==> src/rtl/mini_src_control_unit_if.sv <==
// Control bundle between the hardwired control unit and the single-bus
// datapath: instruction/handshake inputs plus every strobe the unit drives.
interface mini_src_control_unit_if;
    logic [31:0] IR;
    logic        Mem_ready;
    logic        PCout;
    logic        MARin;
    logic        IncPC;
    logic        Zin;
    logic        ZLOout;
    logic        PCin;
    logic        Read;
    logic        Write;
    logic        MDRin;
    logic        MDRout;
    logic        IRin;
    logic        Gra;
    logic        Grb;
    logic        Grc;
    logic        Rin;
    logic        Rout;
    logic        BAout;
    logic        Yin;
    logic        Cout;
    logic [4:0]  ALU_op;
    logic        Run;
    logic        Fault;

    // Control unit side: consumes IR/Mem_ready, drives all strobes.
    modport master (
        input  IR, Mem_ready,
        output PCout, MARin, IncPC, Zin, ZLOout, PCin, Read, Write, MDRin,
               MDRout, IRin, Gra, Grb, Grc, Rin, Rout, BAout, Yin, Cout,
               ALU_op, Run, Fault
    );

    // Datapath side: supplies IR/Mem_ready, obeys the strobes.
    modport slave (
        output IR, Mem_ready,
        input  PCout, MARin, IncPC, Zin, ZLOout, PCin, Read, Write, MDRin,
               MDRout, IRin, Gra, Grb, Grc, Rin, Rout, BAout, Yin, Cout,
               ALU_op, Run, Fault
    );
endinterface

==> src/rtl/mini_src_control_unit.sv <==
// Hardwired Moore control unit for the single-bus datapath.
// Steps through fetch (T0-T2) and execute (T3-T7); memory steps stall on
// Mem_ready and a stall that lasts MEM_WAIT_MAX cycles parks the unit in HALT
// with a sticky Fault.
module mini_src_control_unit #(
    parameter int unsigned MEM_WAIT_MAX = 15
) (
    input  logic                           Clock,
    input  logic                           Reset,
    mini_src_control_unit_if.master        bus
);

    typedef enum logic [3:0] {
        ST_RST  = 4'd0,
        ST_T0   = 4'd1,
        ST_T1   = 4'd2,
        ST_T2   = 4'd3,
        ST_T3   = 4'd4,
        ST_T4   = 4'd5,
        ST_T5   = 4'd6,
        ST_T6   = 4'd7,
        ST_T7   = 4'd8,
        ST_HALT = 4'd9
    } state_e;

    localparam logic [4:0] OP_LD   = 5'b00000;
    localparam logic [4:0] OP_LDI  = 5'b00001;
    localparam logic [4:0] OP_ST   = 5'b00010;
    localparam logic [4:0] OP_ADD  = 5'b00011;
    localparam logic [4:0] OP_SUB  = 5'b00100;
    localparam logic [4:0] OP_AND  = 5'b00101;
    localparam logic [4:0] OP_OR   = 5'b00110;
    localparam logic [4:0] OP_ADDI = 5'b01100;
    localparam logic [4:0] OP_HALT = 5'b11011;

    localparam logic [7:0] WAIT_LIMIT = 8'(MEM_WAIT_MAX);

    // ld/ldi/st form an effective address from BAout(Rb) + C.
    function automatic logic is_addr_class(input logic [4:0] op);
        return (op == OP_LD) || (op == OP_LDI) || (op == OP_ST);
    endfunction

    // Register-register ALU instructions; ALU_op comes straight from opcode.
    function automatic logic is_rtype(input logic [4:0] op);
        return (op == OP_ADD) || (op == OP_SUB) || (op == OP_AND) || (op == OP_OR);
    endfunction

    // Every opcode that does real work beyond T3 (everything else is nop/halt).
    function automatic logic has_execute(input logic [4:0] op);
        return is_addr_class(op) || is_rtype(op) || (op == OP_ADDI);
    endfunction

    state_e     state_q, state_d;
    logic [7:0] wait_cnt_q, wait_cnt_d;
    logic [7:0] wait_inc_s;
    logic       fault_q, fault_d;
    logic [4:0] opcode_s;
    logic       mem_step_s;

    assign opcode_s   = bus.IR[31:27];
    assign wait_inc_s = wait_cnt_q + 8'd1;

    // Next-state, wait counter and fault logic, including memory stalls.
    always_comb begin
        state_d    = state_q;
        wait_cnt_d = 8'd0;
        fault_d    = fault_q;
        mem_step_s = (state_q == ST_T1) ||
                     ((state_q == ST_T6) && (opcode_s == OP_LD)) ||
                     ((state_q == ST_T7) && (opcode_s == OP_ST));

        case (state_q)
            ST_RST:  state_d = ST_T0;
            ST_T0:   state_d = ST_T1;
            ST_T1:   state_d = ST_T2;
            ST_T2:   state_d = ST_T3;
            ST_T3: begin
                if (opcode_s == OP_HALT) begin
                    state_d = ST_HALT;
                end else if (has_execute(opcode_s)) begin
                    state_d = ST_T4;
                end else begin
                    state_d = ST_T0;
                end
            end
            ST_T4:   state_d = ST_T5;
            ST_T5: begin
                if ((opcode_s == OP_LD) || (opcode_s == OP_ST)) begin
                    state_d = ST_T6;
                end else begin
                    state_d = ST_T0;
                end
            end
            ST_T6: begin
                if ((opcode_s == OP_LD) || (opcode_s == OP_ST)) begin
                    state_d = ST_T7;
                end else begin
                    state_d = ST_T0;
                end
            end
            ST_T7:   state_d = ST_T0;
            ST_HALT: state_d = ST_HALT;
            default: state_d = ST_RST;
        endcase

        // A memory step holds until Mem_ready; too long a stall is a fault.
        if (mem_step_s && !bus.Mem_ready) begin
            wait_cnt_d = wait_inc_s;
            if (wait_inc_s == WAIT_LIMIT) begin
                state_d = ST_HALT;
                fault_d = 1'b1;
            end else begin
                state_d = state_q;
            end
        end else begin
            wait_cnt_d = 8'd0;
        end
    end

    // State, wait counter and sticky fault registers.
    always_ff @(posedge Clock or negedge Reset) begin
        if (!Reset) begin
            state_q    <= ST_RST;
            wait_cnt_q <= 8'd0;
            fault_q    <= 1'b0;
        end else begin
            state_q    <= state_d;
            wait_cnt_q <= wait_cnt_d;
            fault_q    <= fault_d;
        end
    end

    // Moore decode of strobes from the current step and opcode.
    always_comb begin
        bus.PCout  = 1'b0;
        bus.MARin  = 1'b0;
        bus.IncPC  = 1'b0;
        bus.Zin    = 1'b0;
        bus.ZLOout = 1'b0;
        bus.PCin   = 1'b0;
        bus.Read   = 1'b0;
        bus.Write  = 1'b0;
        bus.MDRin  = 1'b0;
        bus.MDRout = 1'b0;
        bus.IRin   = 1'b0;
        bus.Gra    = 1'b0;
        bus.Grb    = 1'b0;
        bus.Grc    = 1'b0;
        bus.Rin    = 1'b0;
        bus.Rout   = 1'b0;
        bus.BAout  = 1'b0;
        bus.Yin    = 1'b0;
        bus.Cout   = 1'b0;
        bus.ALU_op = OP_ADD;
        bus.Run    = 1'b0;
        bus.Fault  = fault_q;

        case (state_q)
            ST_RST: begin
                bus.ALU_op = 5'b00000;
            end
            ST_T0: begin
                bus.Run   = 1'b1;
                bus.PCout = 1'b1;
                bus.MARin = 1'b1;
                bus.IncPC = 1'b1;
                bus.Zin   = 1'b1;
            end
            ST_T1: begin
                bus.Run    = 1'b1;
                bus.ZLOout = 1'b1;
                bus.PCin   = 1'b1;
                bus.Read   = 1'b1;
                bus.MDRin  = 1'b1;
            end
            ST_T2: begin
                bus.Run    = 1'b1;
                bus.MDRout = 1'b1;
                bus.IRin   = 1'b1;
            end
            ST_T3: begin
                bus.Run = 1'b1;
                if (is_addr_class(opcode_s)) begin
                    bus.Grb   = 1'b1;
                    bus.BAout = 1'b1;
                    bus.Yin   = 1'b1;
                end else if (has_execute(opcode_s)) begin
                    bus.Grb  = 1'b1;
                    bus.Rout = 1'b1;
                    bus.Yin  = 1'b1;
                end else begin
                    bus.Yin = 1'b0;
                end
            end
            ST_T4: begin
                bus.Run = 1'b1;
                bus.Zin = 1'b1;
                if (is_rtype(opcode_s)) begin
                    bus.Grc    = 1'b1;
                    bus.Rout   = 1'b1;
                    bus.ALU_op = opcode_s;
                end else begin
                    bus.Cout = 1'b1;
                end
            end
            ST_T5: begin
                bus.Run    = 1'b1;
                bus.ZLOout = 1'b1;
                if ((opcode_s == OP_LD) || (opcode_s == OP_ST)) begin
                    bus.MARin = 1'b1;
                end else begin
                    bus.Gra = 1'b1;
                    bus.Rin = 1'b1;
                end
            end
            ST_T6: begin
                bus.Run   = 1'b1;
                bus.MDRin = 1'b1;
                if (opcode_s == OP_ST) begin
                    bus.Gra  = 1'b1;
                    bus.Rout = 1'b1;
                end else begin
                    bus.Read = 1'b1;
                end
            end
            ST_T7: begin
                bus.Run = 1'b1;
                if (opcode_s == OP_ST) begin
                    bus.Write = 1'b1;
                end else begin
                    bus.MDRout = 1'b1;
                    bus.Gra    = 1'b1;
                    bus.Rin    = 1'b1;
                end
            end
            ST_HALT: begin
                bus.Run = 1'b0;
            end
            default: begin
                bus.Run = 1'b0;
            end
        endcase
    end

endmodule

==> src/flat_wrapper.sv <==
// flat-port wrapper written by rule: the top's interface ports become plain ports
module mini_src_control_unit_flat 
#(
    parameter int unsigned MEM_WAIT_MAX = 15
)
  (Clock, Reset, bus_IR, bus_Mem_ready, bus_PCout, bus_MARin, bus_IncPC, bus_Zin, bus_ZLOout, bus_PCin, bus_Read, bus_Write, bus_MDRin, bus_MDRout, bus_IRin, bus_Gra, bus_Grb, bus_Grc, bus_Rin, bus_Rout, bus_BAout, bus_Yin, bus_Cout, bus_ALU_op, bus_Run, bus_Fault);
  mini_src_control_unit_if bus_i ();
  input  logic Clock;
  input  logic Reset;
  input wire logic [$bits(bus_i.IR)-1:0] bus_IR;
  input wire logic [$bits(bus_i.Mem_ready)-1:0] bus_Mem_ready;
  output wire logic [$bits(bus_i.PCout)-1:0] bus_PCout;
  output wire logic [$bits(bus_i.MARin)-1:0] bus_MARin;
  output wire logic [$bits(bus_i.IncPC)-1:0] bus_IncPC;
  output wire logic [$bits(bus_i.Zin)-1:0] bus_Zin;
  output wire logic [$bits(bus_i.ZLOout)-1:0] bus_ZLOout;
  output wire logic [$bits(bus_i.PCin)-1:0] bus_PCin;
  output wire logic [$bits(bus_i.Read)-1:0] bus_Read;
  output wire logic [$bits(bus_i.Write)-1:0] bus_Write;
  output wire logic [$bits(bus_i.MDRin)-1:0] bus_MDRin;
  output wire logic [$bits(bus_i.MDRout)-1:0] bus_MDRout;
  output wire logic [$bits(bus_i.IRin)-1:0] bus_IRin;
  output wire logic [$bits(bus_i.Gra)-1:0] bus_Gra;
  output wire logic [$bits(bus_i.Grb)-1:0] bus_Grb;
  output wire logic [$bits(bus_i.Grc)-1:0] bus_Grc;
  output wire logic [$bits(bus_i.Rin)-1:0] bus_Rin;
  output wire logic [$bits(bus_i.Rout)-1:0] bus_Rout;
  output wire logic [$bits(bus_i.BAout)-1:0] bus_BAout;
  output wire logic [$bits(bus_i.Yin)-1:0] bus_Yin;
  output wire logic [$bits(bus_i.Cout)-1:0] bus_Cout;
  output wire logic [$bits(bus_i.ALU_op)-1:0] bus_ALU_op;
  output wire logic [$bits(bus_i.Run)-1:0] bus_Run;
  output wire logic [$bits(bus_i.Fault)-1:0] bus_Fault;
  assign bus_i.IR = bus_IR;
  assign bus_i.Mem_ready = bus_Mem_ready;
  assign bus_PCout = bus_i.PCout;
  assign bus_MARin = bus_i.MARin;
  assign bus_IncPC = bus_i.IncPC;
  assign bus_Zin = bus_i.Zin;
  assign bus_ZLOout = bus_i.ZLOout;
  assign bus_PCin = bus_i.PCin;
  assign bus_Read = bus_i.Read;
  assign bus_Write = bus_i.Write;
  assign bus_MDRin = bus_i.MDRin;
  assign bus_MDRout = bus_i.MDRout;
  assign bus_IRin = bus_i.IRin;
  assign bus_Gra = bus_i.Gra;
  assign bus_Grb = bus_i.Grb;
  assign bus_Grc = bus_i.Grc;
  assign bus_Rin = bus_i.Rin;
  assign bus_Rout = bus_i.Rout;
  assign bus_BAout = bus_i.BAout;
  assign bus_Yin = bus_i.Yin;
  assign bus_Cout = bus_i.Cout;
  assign bus_ALU_op = bus_i.ALU_op;
  assign bus_Run = bus_i.Run;
  assign bus_Fault = bus_i.Fault;
  mini_src_control_unit #(.MEM_WAIT_MAX(MEM_WAIT_MAX)) u_core (.Clock(Clock), .Reset(Reset), .bus(bus_i));
endmodule
==> config.mk <==
export PLATFORM = sky130hd
export DESIGN_NAME = mini_src_control_unit_flat
export DESIGN_NICKNAME = d
export VERILOG_FILES = /design/src/rtl/mini_src_control_unit_if.sv /design/src/rtl/mini_src_control_unit.sv /design/src/flat_wrapper.sv
export SDC_FILE = /design/constraint.sdc
export NUM_CORES = 1
export LEC_CHECK = 0
export CORE_UTILIZATION = 39
export DETAILED_ROUTE_END_ITERATION = 10
export PLACE_DENSITY_LB_ADDON = 0.15
export SYNTH_ARGS = -nofsm -noshare
export SYNTH_HDL_FRONTEND = slang
export SYNTH_SLANG_ARGS = --single-unit
==> constraint.sdc <==
create_clock -name Clock -period 2.81 [get_ports Clock]
set_input_delay 0.843 -clock Clock [delete_from_list [all_inputs] [get_ports Clock]]
set_output_delay 0.843 -clock Clock [all_outputs]
set_load 0.01 [all_outputs]
==> reports/metrics.cfg <==
[timing]
post-route-period-util=0.991
tns_ns=0
tightest_slew_ns=0.557
rsz0062_at_grt=true
setup_viol=0
hold_viol_final=0
period_minus_slack_ns=2.79
whs_ns=0.508
skew_ns=0.00376
slew_viol_final=0
relSlewSlack=0.627
max_freq_mhz=359

[die]
fp.dieArea_sq_um=3070
core_sq_um=2730
start_util=0.407
ioPinCount=61
fp-row-count=19
die_height_microns=55.4
die_x_microns=55.4

[min_path]
hold_class=register to register

[synthesis]
synthFlopType=dfrtp_1
ys_ff_latch=13
async_reset_ff_frac=1.00
yosys.area.top_type=dfrtp_1
syn_inst=147
yosysSeqAreaShare=0.292
netlist_area_sq_um=1110
syn_avg_cell_area_sq_um=7.58
synth_edf_count=0
ys_warn_count=0
synth_top_area_share=0.292
synthTopCellsByArea=dfrtp_1, nor2_1, nand2_1
yosys.cell_types.count=45

[cts]
hold_buffers=0
cts_tree=built
cts.clk_slew.worst_paths_ns=0.07
numCtsBuffers=3
h-tree-depth=1
cts_sinks=13
cts_buffer_depth=2
cts-root-buf=clkbuf_4
clkLatencyLatePin_ns=0.27

[global_routing]
antenna_found_initial=0
grt_pass1_wl_microns=4970
first_global_vias=1160
track_usage=0.198
grt_max_degree=19
gr-total-overflow=0

[critical_path]
critPathCaptureType=output port
worstSetupPathType=input port to output port
startpoint_type=input port
crit_arrival_ns=1.94
crit_required_ns=1.97
cp_max_fo=6

[route]
drc_errors=0
drt_iter0_markers=28
drtAntennaViolNets=0
vias_per_cell=5.38
vias=1217
wl_per_cell_microns=12.7
routed_wl_microns=2860
drtPass1Iterations=4

[run]
maxCapViolations=0

[finish]
final_common_cell=buf_4
diodes=0
final_cell_mix=buf_4, nor2_1, dfrtp_1
syn_to_final_growth_pct=44.9
nets=233
finalNonFillerCells=226
n_fill_cell=285
drive_gt1_frac=0.328

[power_and_ir_drop]
p_per_area_nw_per_um2=705
power_leakage_nw=0.736
total_power_mw=1.14
ir_worst_vdd_v=0.000643

[place]
place.gp.congestion=0.843
numPortBuffers=31
place_inst=216
hpwl_microns=2170

[outcome]
status=finished clean

final timing paths:
| path | from | to | slack, ns | cells after the start |
|---|---|---|---|---|
| setup / recovery | bus_IR[27] | bus_Grb | 0.02 | 7 |
| hold / removal | u_core.wait_cnt_q[0] | u_core.wait_cnt_q[0] | 0.51 | 1 |
| setup reg to reg | u_core.state_q[3] | u_core.state_q[2] | 1.08 | 6 |
| hold reg to reg | u_core.wait_cnt_q[0] | u_core.wait_cnt_q[0] | 0.51 | 1 |
| max in group asynchronous | Reset | u_core.wait_cnt_q[2] | 1.52 | 1 |
| min in group asynchronous | Reset | u_core.wait_cnt_q[6] | 0.92 | 1 |
worst max-delay path, stage by stage:
cell	delay, ns
buf_4	0.14
nand2b_4	0.14
a2111oi_4	0.35
buf_4	0.16
buf_4	0.09
buf_4	0.09
buf_2	0.11
logic make-up (layout without fill, tap and decap cells):
logic type                 after synthesis  after routing  share of synthesized area
AOI/OAI and AO/OA                       30             30                      0.196
xor gates and xnor gates                 8              8                     0.0629
adders and majority gates                2              2                     0.0225
buffers and inverters                   20             67                     0.0921
DFF                                     13             13                      0.292
other                                    1              2                    0.00337
and+or+nand+nor                         73             73                      0.331
routing by layer:
metal | global-route usage | share of wire | routed length (microns) | vias to the layer above
met3 | 0.0164 | 0.038 | 109 | 6
met5 | 0 | 0 | 0 | -
met1 | 0.222 | 0.41 | 1160 | 573
met2 | 0.380 | 0.54 | 1550 | 34
met4 | 0.0750 | 0.014 | 41 | 0
li1 | - | - | - | 604
final cells by class:
type	instances	area, sq um	area share
well taps	31	38.8	0.0240
flip-flops and latches	13	325	0.202
multi-input cells	115	766	0.474
repair buffers	56	432	0.267
clock buffers	4	26.3	0.0163
inverters	7	26.3	0.0163
through the flow:
| step | utilization | setup slack (ns) | area, sq um |
|---|---|---|---|
| detailed placement | 0.561 | -0.954 | 1530 |
| finish | 0.590 | 0.0246 | 1610 |
| floorplan | - | 0.00182 | 1120 |
| global placement | 0.561 | -0.918 | 1530 |
| global route | 0.590 | -0.0303 | 1610 |
| CTS | 0.586 | 0.000265 | 1600 |
cells in the mapped netlist (all sizes together) (2+ instances only):
library cell,count
clkbuf,2
xnor2,3
a21o,2
nand3b,3
or3,2
nand4,4
ha,2
and2,2
o21ai,6
nand2b,4
inv,7
nand3,8
nand2,12
buf,11
nor2b,2
xor2,5
dfrtp,13
a21oi,6
nor3,8
nor2,23
a32oi,2
o22ai,2
where the power goes:
group / leakage (nW) / internal [mW] / total (mW) / switching, mW
sequential: 0.174 / 0.218 / 0.244 / 0.0258
combinational: 0.548 / 0.377 / 0.781 / 0.404
clock: 0.0150 / 0.0550 / 0.114 / 0.0587
sequential cells by signal, indices dropped and copies added (netlist names):
register / count
u_core.state_q: 4
u_core.bus.Fault: 1
u_core.wait_cnt_q: 8
timing repair:
item                                   4_1_cts  5_1_grt
buffers inserted                             7        0
setup endpoints to repair                   15       17
endpoints found under the hold margin        0        0
pin swaps                                   13        4
resized for setup                           80       16
Power figures use the tool's default switching activity.
